--- config.mk ---
export PLATFORM = sky130hd
export DESIGN_NAME = fpu_lzd_normalize
export DESIGN_NICKNAME = d
export VERILOG_FILES = /design/src/rtl/fpu_pkg.sv /design/src/rtl/fpu_lzd_final.sv /design/src/rtl/fpu_lzd_normalize.sv
export SDC_FILE = /design/constraint.sdc
export NUM_CORES = 1
export LEC_CHECK = 0
export ABC_AREA = 0
export BUFFER_PORTS_ARGS = -buffer_cell sky130_fd_sc_hd__buf_2
export CAP_MARGIN = 25
export CORE_ASPECT_RATIO = 0.75
export CORE_UTILIZATION = 45
export CTS_CLUSTER_SIZE = 24
export DETAILED_ROUTE_END_ITERATION = 10
export HOLD_SLACK_MARGIN = 0.15
export PLACE_DENSITY_LB_ADDON = 0.2
export SETUP_SLACK_MARGIN = 0.4
export SLEW_MARGIN = 10
export SYNTH_ARGS = -nofsm -noshare
export SYNTH_HDL_FRONTEND = slang
export SYNTH_SLANG_ARGS = --single-unit
--- constraint.sdc ---
create_clock -name clk -period 8.8 [get_ports clk]
set_input_delay 1.76 -clock clk [delete_from_list [all_inputs] [get_ports clk]]
set_output_delay 1.76 -clock clk [all_outputs]
set_load 0.02 [all_outputs]
--- src/rtl/fpu_pkg.sv ---
// rtl/fpu_pkg.sv - shared widths and exponent limits for the normalise/round datapath
package fpu_pkg;

  localparam int MANT_W   = 32;
  localparam int EXP_W    = 10;
  localparam int LZC_W    = 5;
  localparam int LZD_W    = 16;
  localparam int EXP_BIAS = 127;
  localparam int EXP_MAX  = 255;

endpackage

--- src/rtl/fpu_lzd_final.sv ---
// rtl/fpu_lzd_final.sv - LZD layers 3/4: merges four 8-bit group results into the final count
module fpu_lzd_final
  import fpu_pkg::*;
(
  input  logic [LZD_W-1:0] groups,
  output logic             all_zero,
  output logic [LZC_W-1:0] lzc
);

  logic       hi_val, lo_val;
  logic [3:0] hi_pos, lo_pos;

  // Layer 3: each half picks its upper group when that group holds a one.
  always_comb begin
    hi_val = groups[15] | groups[11];
    lo_val = groups[7]  | groups[3];
    hi_pos = groups[15] ? {1'b0, groups[14:12]} : {1'b1, groups[10:8]};
    lo_pos = groups[7]  ? {1'b0, groups[6:4]}   : {1'b1, groups[2:0]};
  end

  // Layer 4
  always_comb begin
    all_zero = ~(hi_val | lo_val);
    lzc      = hi_val ? {1'b0, hi_pos} : {1'b1, lo_pos};
  end

endmodule

--- src/rtl/fpu_lzd_normalize.sv ---
// rtl/fpu_lzd_normalize.sv - two-stage LZD finish, mantissa normalise and exponent adjust
// Flushes zero and underflow to signed zero; saturates the exponent for the rounder.
module fpu_lzd_normalize
  import fpu_pkg::*;
(
  input  logic                    clk,
  input  logic                    rst_l,
  input  logic                    flush,
  input  logic                    in_valid,
  output logic                    in_ready,
  input  logic                    in_sign,
  input  logic signed [EXP_W-1:0] in_exp,
  input  logic [MANT_W-1:0]       in_mant,
  input  logic [LZD_W-1:0]        in_lzd,
  output logic                    out_valid,
  input  logic                    out_ready,
  output logic                    out_sign,
  output logic [7:0]              out_exp,
  output logic [MANT_W-1:0]       out_mant,
  output logic                    out_zero,
  output logic                    out_uf
);

  localparam logic signed [EXP_W:0] EXP_MAX_S = EXP_MAX[EXP_W:0];

  logic                    s2_adv, s1_adv;
  logic                    lzd_zero;
  logic [LZC_W-1:0]        lzd_lzc;

  logic                    s1_valid, s1_sign, s1_zero;
  logic signed [EXP_W-1:0] s1_exp;
  logic [MANT_W-1:0]       s1_mant;
  logic [LZC_W-1:0]        s1_lzc;

  logic [MANT_W-1:0]       shifted;
  logic signed [EXP_W:0]   e_adj;
  logic [7:0]              nxt_exp;
  logic [MANT_W-1:0]       nxt_mant;
  logic                    nxt_zero, nxt_uf;

  fpu_lzd_final u_lzd_final (
    .groups   (in_lzd),
    .all_zero (lzd_zero),
    .lzc      (lzd_lzc)
  );

  always_comb begin
    s2_adv   = !out_valid || out_ready;
    s1_adv   = !s1_valid || s2_adv;
    in_ready = s1_adv;
  end

  // One extra exponent bit so subtracting the count never wraps.
  always_comb begin
    shifted  = s1_mant << s1_lzc;
    e_adj    = $signed({s1_exp[EXP_W-1], s1_exp})
             - $signed({{(EXP_W + 1 - LZC_W){1'b0}}, s1_lzc});
    nxt_zero = 1'b0;
    nxt_uf   = 1'b0;
    nxt_exp  = e_adj[7:0];
    nxt_mant = shifted;
    if (s1_zero) begin
      nxt_zero = 1'b1;
      nxt_exp  = '0;
      nxt_mant = '0;
    end else if (e_adj[EXP_W] || (e_adj == '0)) begin
      nxt_zero = 1'b1;
      nxt_uf   = 1'b1;
      nxt_exp  = '0;
      nxt_mant = '0;
    end else if (e_adj >= EXP_MAX_S) begin
      nxt_exp  = 8'hFF;
    end
  end

  always_ff @(posedge clk or negedge rst_l) begin
    if (!rst_l) begin
      s1_valid  <= 1'b0;
      s1_sign   <= 1'b0;
      s1_exp    <= '0;
      s1_mant   <= '0;
      s1_lzc    <= '0;
      s1_zero   <= 1'b0;
      out_valid <= 1'b0;
      out_sign  <= 1'b0;
      out_exp   <= '0;
      out_mant  <= '0;
      out_zero  <= 1'b0;
      out_uf    <= 1'b0;
    end else begin
      if (flush) begin
        s1_valid  <= 1'b0;
        out_valid <= 1'b0;
      end else begin
        if (s1_adv) s1_valid  <= in_valid;
        if (s2_adv) out_valid <= s1_valid;
      end
      if (s1_adv && in_valid) begin
        s1_sign <= in_sign;
        s1_exp  <= in_exp;
        s1_mant <= in_mant;
        s1_lzc  <= lzd_lzc;
        s1_zero <= lzd_zero;
      end
      if (s1_valid && s2_adv) begin
        out_sign <= s1_sign;
        out_exp  <= nxt_exp;
        out_mant <= nxt_mant;
        out_zero <= nxt_zero;
        out_uf   <= nxt_uf;
      end
    end
  end

endmodule

**Yosys cells after proc, flatten, opt, wreduce, memory -nomap -nowiden**

Cells that the tools add are included.
Widths: inputs -> output; s select.

- Bits in registers: 94
- Bits of input ports: 64

- Add/subtract/negate cells: 1
- Order comparisons: 1
- Shift-type cells: 1
- Multiplexer cells: 15
- Bitwise logic cells: 4
- Reduce and logical (&&, ||, !) cells: 10

Operator list:

| kind | number |
|---|---|
| $mux 32 | 2 |
| $shl 32x5->32 | 1 |
| $mux 8 | 3 |
| $ge 11x9->1 const B | 1 |
| $logic_not 11->1 | 1 |
| $sub 10x6->11 | 1 |
| $mux 4 | 2 |
| $mux 1 | 7 |
| $mux 5 | 1 |
| $reduce_bool 2->1 | 2 |
| $logic_or 1x1->1 | 3 |
| $or 1x1->1 | 3 |
| $logic_and 1x1->1 | 2 |
| $logic_not 1->1 | 2 |
| $not 1->1 | 1 |

**Longest topological paths before layout**

Gate-level depths: netlist of the first run.

- Depth in word-level cells: 5
- Gate-level depth with buffers: 11
- Mapped depth without buffers: 10

**Cells and area by module**

From an unflattened synthesis of the first run, not the netlist that was laid out.

- Cell total of the unflattened synthesis: 530
- Area total of the unflattened synthesis: 5495.3 um^2

By module, submodules not included:

| module | instances | cells each | area an instance (um^2) | sequential area each (um^2) |
|---|---|---|---|---|
| fpu_lzd_normalize | 1 | 512 | 5367.6 | 2352.3 |
| fpu_lzd_final | 1 | 18 | 127.6 | 0.0 |

**Worst setup path before layout of the first run**

OpenSTA, ideal clock, no wires.

- Path type: input-to-output
- Start point: input out_ready
- End point: output in_ready
- Arrival time: 2.205 ns
- Data required time: 7.040 ns
- Path slack: 4.835 ns
- Stages on the path: 2
- Buffers on the path: 0
- Path through: nor2b_1 nand2_1

- Word-level cells in the longest chain between the ends: 2

Ends and longest elaborated chain:

| element | line | text |
|---|---|---|
| start, declared | fpu_lzd_normalize.sv:16 | `input logic out_ready,` |
| $logic_or 1x1->1 | fpu_lzd_normalize.sv:48 | `s2_adv = !out_valid \|\| out_ready;` |
| $logic_or 1x1->1 | fpu_lzd_normalize.sv:49 | `s1_adv = !s1_valid \|\| s2_adv;` |
| end, declared | fpu_lzd_normalize.sv:10 | `output logic in_ready,` |

Every way passes these cells.

**Final worst setup path of the first run**

Same ends and word-level chain as after synthesis.

==> results of run 1 <==
[state kept, by name, indices dropped and copies added, names as in the netlist]
name	count
out_mant	32
s1_mant	32
s1_exp	10
out_exp	8
s1_lzc	5
out_sign	1
out_uf	1
out_valid	1
out_zero	1
s1_sign	1
s1_valid	1
s1_zero	1
[tightest hold or removal path: stages (launching register included)]
cell,delay (ns)
dfrtp_1,0.35
nand2_1,0.05
nand2_1,0.05
[synth_stat cells (2+ instances only)]
cell and number:
ha_1 5, buf_2 5, nor2_1 35, a22oi_1 5, a21o_1 3, a21oi_1 17, nor3_1 3, o21ai_0 33
nand2_1 62, o31ai_1 11, nand3_1 3, o221ai_1 9, buf_4 2, o2bb2ai_1 2, nand4_1 2, inv_1 6
o211ai_1 5, o22ai_1 17, mux2_2 61, nor2b_1 7, a32o_1 14, mux2i_1 24, a221oi_1 2, clkbuf_1 25
o41ai_1 4, or2_2 3, a31oi_1 2, o21a_1 4, buf_1 4, a22o_1 5, dfrtp_1 94, nand2b_1 5
or4_1 2, a211oi_1 7, a211o_1 3, mux4_2 7, a2bb2oi_1 3, xnor2_1 3, and2_1 2, or3_1 2
[final timing paths]
path	start	end	slack, ns	cells past startpoint
worst min-delay path	s1_sign	out_sign	0.47	2
worst max register to register	s1_lzc[1]	out_exp[3]	4.74	8
min in group asynchronous	rst_l	out_zero	1.35	1
max in group asynchronous	rst_l	s1_mant[21]	6.33	2
worst min register to register	s1_sign	out_sign	0.47	2
worst max-delay path	out_ready	in_ready	4.49	4
[through the flow]
stage | util, % | cells | hold WS [ns] | area [um^2]
floorplan | - | 526 | 0.4331 | 5420
global placement | 51.82 | 762 | 0.4461 | 6041
detailed placement | 51.89 | 763 | 0.4637 | 6048
CTS | 54.63 | 779 | 0.4767 | 6367
global route | 54.63 | 779 | 0.5078 | 6367
finish | 54.63 | 779 | 0.4732 | 6367
[where the power goes]
| part | switching [uW] | total, uW | internal, uW |
|---|---|---|---|
| clock | 186 | 414 | 228 |
| combinational | 279 | 462 | 182 |
| sequential | 53.4 | 548 | 495 |
[final cells by class]
type / instances / share of cell area (%)
multi-input combinational: 387 / 45.33
inverter: 7 / 0.4127
clock buffer: 9 / 3.537
sequential: 94 / 36.94
tap: 162 / 3.183
clock inverter: 7 / 1.474
timing repair buffer: 113 / 9.118
[cells by family after synthesis]
family / count (synthesis) / share of synthesized area, %
multiplexers: 92 / 20.01
AO/OA/AOI/OAI: 153 / 19.97
AND/OR/NAND/NOR: 132 / 10.92
buffers and inverters: 45 / 3.531
XOR/XNOR: 4 / 0.6465
adder cells (fa/ha/maj): 6 / 1.524
flip-flops: 94 / 43.40
[layer usage]
metal	track usage [%]	wire length [um]
met1	38.18	7422
met2	34.93	6265
met3	4.978	1025
met4	6.244	206
met5	0	0
==> impl_metrics.py, run 1 <==
metrics = {
    "detailed_routing": {
        "drt_iter0_drc": 383,
        "routedWlPerCell_um": 19.15,
        "dr.pass1.iters": 6,
        "num_vias": 4561,
        "routed_via_density": 5.855,
        "drtAntennaViolNets": 0,
        "routed_wl_mm": 14.92,
        "drc_errors": 0,
    },
    "cts": {
        "cts_made_buffers": 9,
        "cts_hold_buf": 0,
        "cts.clk_slew.worst_paths_ns": 0.07,
        "h-tree-depth": 3,
        "post_cts_buffers": 0,
        "cts_resized": 0,
        "clock_path_buffers": 2,
        "cts.sinks": 94,
        "clock_latency_ns": 0.35,
        "cts_tree": "done",
        "cts-root-buf": "clkbuf_16",
    },
    "grt": {
        "grt_start_max_net_pins": 59,
        "grt-ovfl-total": 0,
        "antenna_found_initial": 0,
        "track_usage_pct": 24.70,
        "grt_first_pass_wirelength_mm": 23.51,
        "grt_pass1_vias": 4305,
    },
    "sta": {
        "slew_violations": 0,
        "setup_viol": 0,
        "max_slew_margin_pct": 37.19,
        "tns_ns": 0,
        "fin_crit_ns": 4.306,
        "timing.final.ws_setup_ns": 4.494,
        "hold_violations": 0,
        "max_freq_mhz": 232.2,
        "tightest_slew_ns": 0.9349,
        "min_period_over_period_pct": 48.93,
        "rsz0062_at_grt": "false",
        "skew_ns": 0.006161,
    },
    "layout": {
        "regArea_um2": 2352,
        "drive_gt1_share_pct": 33.39,
        "syn_to_final_growth_pct": 17.47,
        "diodes": 0,
        "multiInputGateArea_um2": 2887,
        "final_nets": 682,
        "final_common_cell": "buf_2",
        "filler_cell_count": 1076,
        "layout_common_cells": "buf_2 (107), dfrtp_1 (94), nand2_1 (61), mux2_2 (61), nor2_1 (35)",
    },
    "yosys": {
        "synth_cell_type_count": 58,
        "synth_top_area_share_pct": 43.40,
        "synth_largest_area_cell": "dfrtp_1",
        "synth_edf_count": 0,
        "synth_flop_cell": "dfrtp_1",
        "synth_cells": 526,
        "ys_async_sr_fraction_pct": 100.0,
        "synth_nets": 596,
        "ys_ff_latch": 94,
        "syn_area_per_cell_um2": 10.30,
        "ys_warn_count": 0,
        "synthTopCellsByArea": "dfrtp_1 (43%), mux2_2 (13%), mux2i_1 (4.4%), nand2_1 (4.3%), o21ai_0 (3.0%)",
        "syn_area_um2": 5420,
        "seq_area_frac_synth_pct": 43.40,
    },
    "placed_design": {
        "io_buffers": 108,
        "gp_congestion": 0.8857,
        "dp_hpwl_mm": 11.27,
        "detailedPlace.worstSlack_ns": 4.477,
    },
    "setup_path": {
        "end_kind": "output port",
        "cpMostUsedCell": "buf_2",
        "cp_cell_sequence": "buf_2 > nor2b_1 > nand2_1 > buf_2",
        "crit_arrival_ns": 2.55,
        "required_ns": 7.04,
        "slowest_delay_ns": 0.35,
        "critPathMaxFanout": 6,
        "slowest_stage": "nor2b_1",
        "crit_family": "simple AND/OR/NAND/NOR gates",
        "path_buf_inv": 2,
        "critPathLaunchType": "primary input",
        "critPathKind": "in2out",
    },
    "power_and_ir_drop": {
        "peakVddDrop_mv": 0.1245,
        "leakagePower_uw": 0.002853,
        "power_uw": 1424,
        "power_density_nw_per_um2": 223.6,
    },
    "worst_hold_path": {
        "worstHoldPathType": "reg2reg",
    },
    "die": {
        "start_util_pct": 46.50,
        "core_area_um2": 11660,
        "pin_count": 109,
        "die_h_um": 97.05,
        "die_w_um": 128.7,
        "rows": 34,
        "die_area_um2": 12490,
    },
    "run_status": {
        "outcome": "complete, no violations",
    },
    "job": {
        "drv_cap": 0,
    },
}
No activity file was read; power rests on OpenSTA's default activity.
==> run 2: changes to the inputs <==
clock period = 4.35 ns   (was 8.8 ns; I/O delays follow)
==> impl_metrics.py, run 2 (synthesis gave the netlist of run 1 again) <==
metrics = {
    "layout": {
        "largestRegisters": "out_mant x32, s1_mant x32, s1_exp x10",
        "final_nets": 688,
        "fin_cells": 785,
        "drive_gt1_share_pct": 33.87,
        "final_common_cell": "buf_2",
        "fin_util_pct": 54.97,
        "syn_to_final_growth_pct": 18.21,
        "layout_common_cells": "buf_2 (107), dfrtp_1 (94), nand2_1 (61), mux2_2 (61), nor2_1 (35)",
        "diodes": 0,
    },
    "sta": {
        "setup_viol": 0,
        "slew_violations": 0,
        "min_period_over_period_pct": 81.60,
        "fin_crit_ns": 3.550,
        "hold_violations": 0,
        "tns_ns": 0,
        "skew_ns": 0.01142,
        "rsz0062_at_grt": "false",
        "max_slew_margin_pct": 35.82,
        "tightest_slew_ns": 0.9554,
        "max_freq_mhz": 281.7,
    },
    "cts": {
        "cts_resized": 0,
        "cts_hold_buf": 0,
        "cts_made_buffers": 9,
        "cts-root-buf": "clkbuf_16",
        "cts.sinks": 94,
        "h-tree-depth": 3,
        "cts_tree": "done",
        "clock_latency_ns": 0.35,
        "clock_path_buffers": 2,
        "cts.clk_slew.worst_paths_ns": 0.08,
        "post_cts_buffers": 0,
    },
    "power_and_ir_drop": {
        "power_uw": 2825,
        "leakagePower_uw": 0.002882,
        "peakVddDrop_mv": 0.2214,
        "power_density_nw_per_um2": 440.8,
    },
    "detailed_routing": {
        "routed_via_density": 5.806,
        "routedWlPerCell_um": 18.71,
        "drtAntennaViolNets": 0,
        "num_vias": 4558,
        "routed_wl_mm": 14.69,
        "drc_errors": 0,
        "dr.pass1.iters": 5,
        "drt_iter0_drc": 314,
    },
    "setup_path": {
        "critPathLaunchType": "flop",
        "critPathKind": "reg2reg",
        "required_ns": 4.57,
        "rrSetupSlack_ns": 0.80,
        "reg2reg_from": "s1_lzc[1]",
        "end_kind": "flop",
        "reg2reg_depth": 9,
        "crit_arrival_ns": 3.77,
        "critPathMaxFanout": 24,
        "r2r_end": "out_exp[2]",
    },
    "placed_design": {
        "gp_congestion": 0.8758,
        "dp_hpwl_mm": 11.31,
        "place_inst": 768,
        "io_buffers": 108,
    },
    "job": {
        "drv_cap": 0,
    },
    "grt": {
        "grt_pass1_vias": 4363,
        "grt_start_max_net_pins": 83,
        "antenna_found_initial": 0,
        "grt-ovfl-total": 0,
        "track_usage_pct": 24.06,
        "grt_first_pass_wirelength_mm": 23.09,
    },
    "die": {
        "pin_count": 109,
        "die_h_um": 97.05,
        "die_w_um": 128.7,
        "core_area_um2": 11660,
        "start_util_pct": 46.50,
        "rows": 34,
        "die_area_um2": 12490,
    },
    "worst_hold_path": {
        "worstHoldPathType": "in2async",
    },
    "run_status": {
        "outcome": "complete, no violations",
    },
}
==> run 2: cell count changes in the layout (fill, tap and decap cells not counted) <==
| cell | change |
|---|---|
| buf_4 | +5 |
| buf_16 | +1 |
| bufinv_16 | -1 |
| clkinv_4 | +1 |
| clkinvlp_4 | -1 |
| inv_6 | +1 |
| nor3b_1 | +1 |
| nor3b_2 | -1 |
==> run 2: where the power goes <==
| part | switching (uW) | internal, uW | leakage [uW] |
|---|---|---|---|
| clock network | 378 | 406 | 0.000147 |
| logic | 569 | 376 | 0.00156 |
| registers | 95.5 | 1000 | 0.00117 |
==> run 2: worst max-delay path by stage <==
| stage | from | to | slack (ns) |
|---|---|---|---|
| 2_1_floorplan | s1_lzc[1] | out_mant[6] | 1.33 |
| 3_3_place_gp | s1_lzc[1] | out_mant[31] | 0.99 |
| 3_5_place_dp | s1_lzc[1] | out_exp[2] | 0.83 |
| 4_1_cts | s1_lzc[1] | out_exp[2] | 0.82 |
| 5_1_grt | s1_lzc[1] | out_exp[2] | 0.51 |
| 6_report | s1_lzc[1] | out_exp[2] | 0.80 |
==> run 2: metrics by stage <==
stage	setup WS, ns	hold slack (ns)	area (um^2)
2_1_floorplan	1.326	0.4331	5420
3_3_place_gp	0.9882	0.4464	6073
3_5_place_dp	0.8306	0.4641	6081
4_1_cts	0.8215	0.4793	6380
5_1_grt	0.5056	0.4976	6407
6_report	0.8003	0.4579	6407
==> run 2: worst max-delay path: stages (launching register included) <==
cell      delay [ns]
dfrtp_1         0.74
inv_1           0.49
fa_1            0.55
a211oi_1        0.38
nor2_1          0.09
o21a_1          0.21
or3_4           0.39
o21ai_2         0.14
buf_4           0.27
o21ai_0         0.15
==> run 2: area by class of cell <==
type	count	area, um^2
fill	1123	5249
multi-input combinational	387	2882
tap	162	202.7
sequential	94	2352
timing repair buffer	119	645.6
inverter	7	26.28
clock buffer	9	225.2
clock inverter	7	73.82
==> run 2: per-layer routing <==
metal	track usage [%]	up-vias	share of wire (%)
li1	-	2163	-
met1	36.88	2222	50
met2	33.80	162	42
met3	6.139	11	6.7
met4	5.068	0	0.74
met5	0	-	0
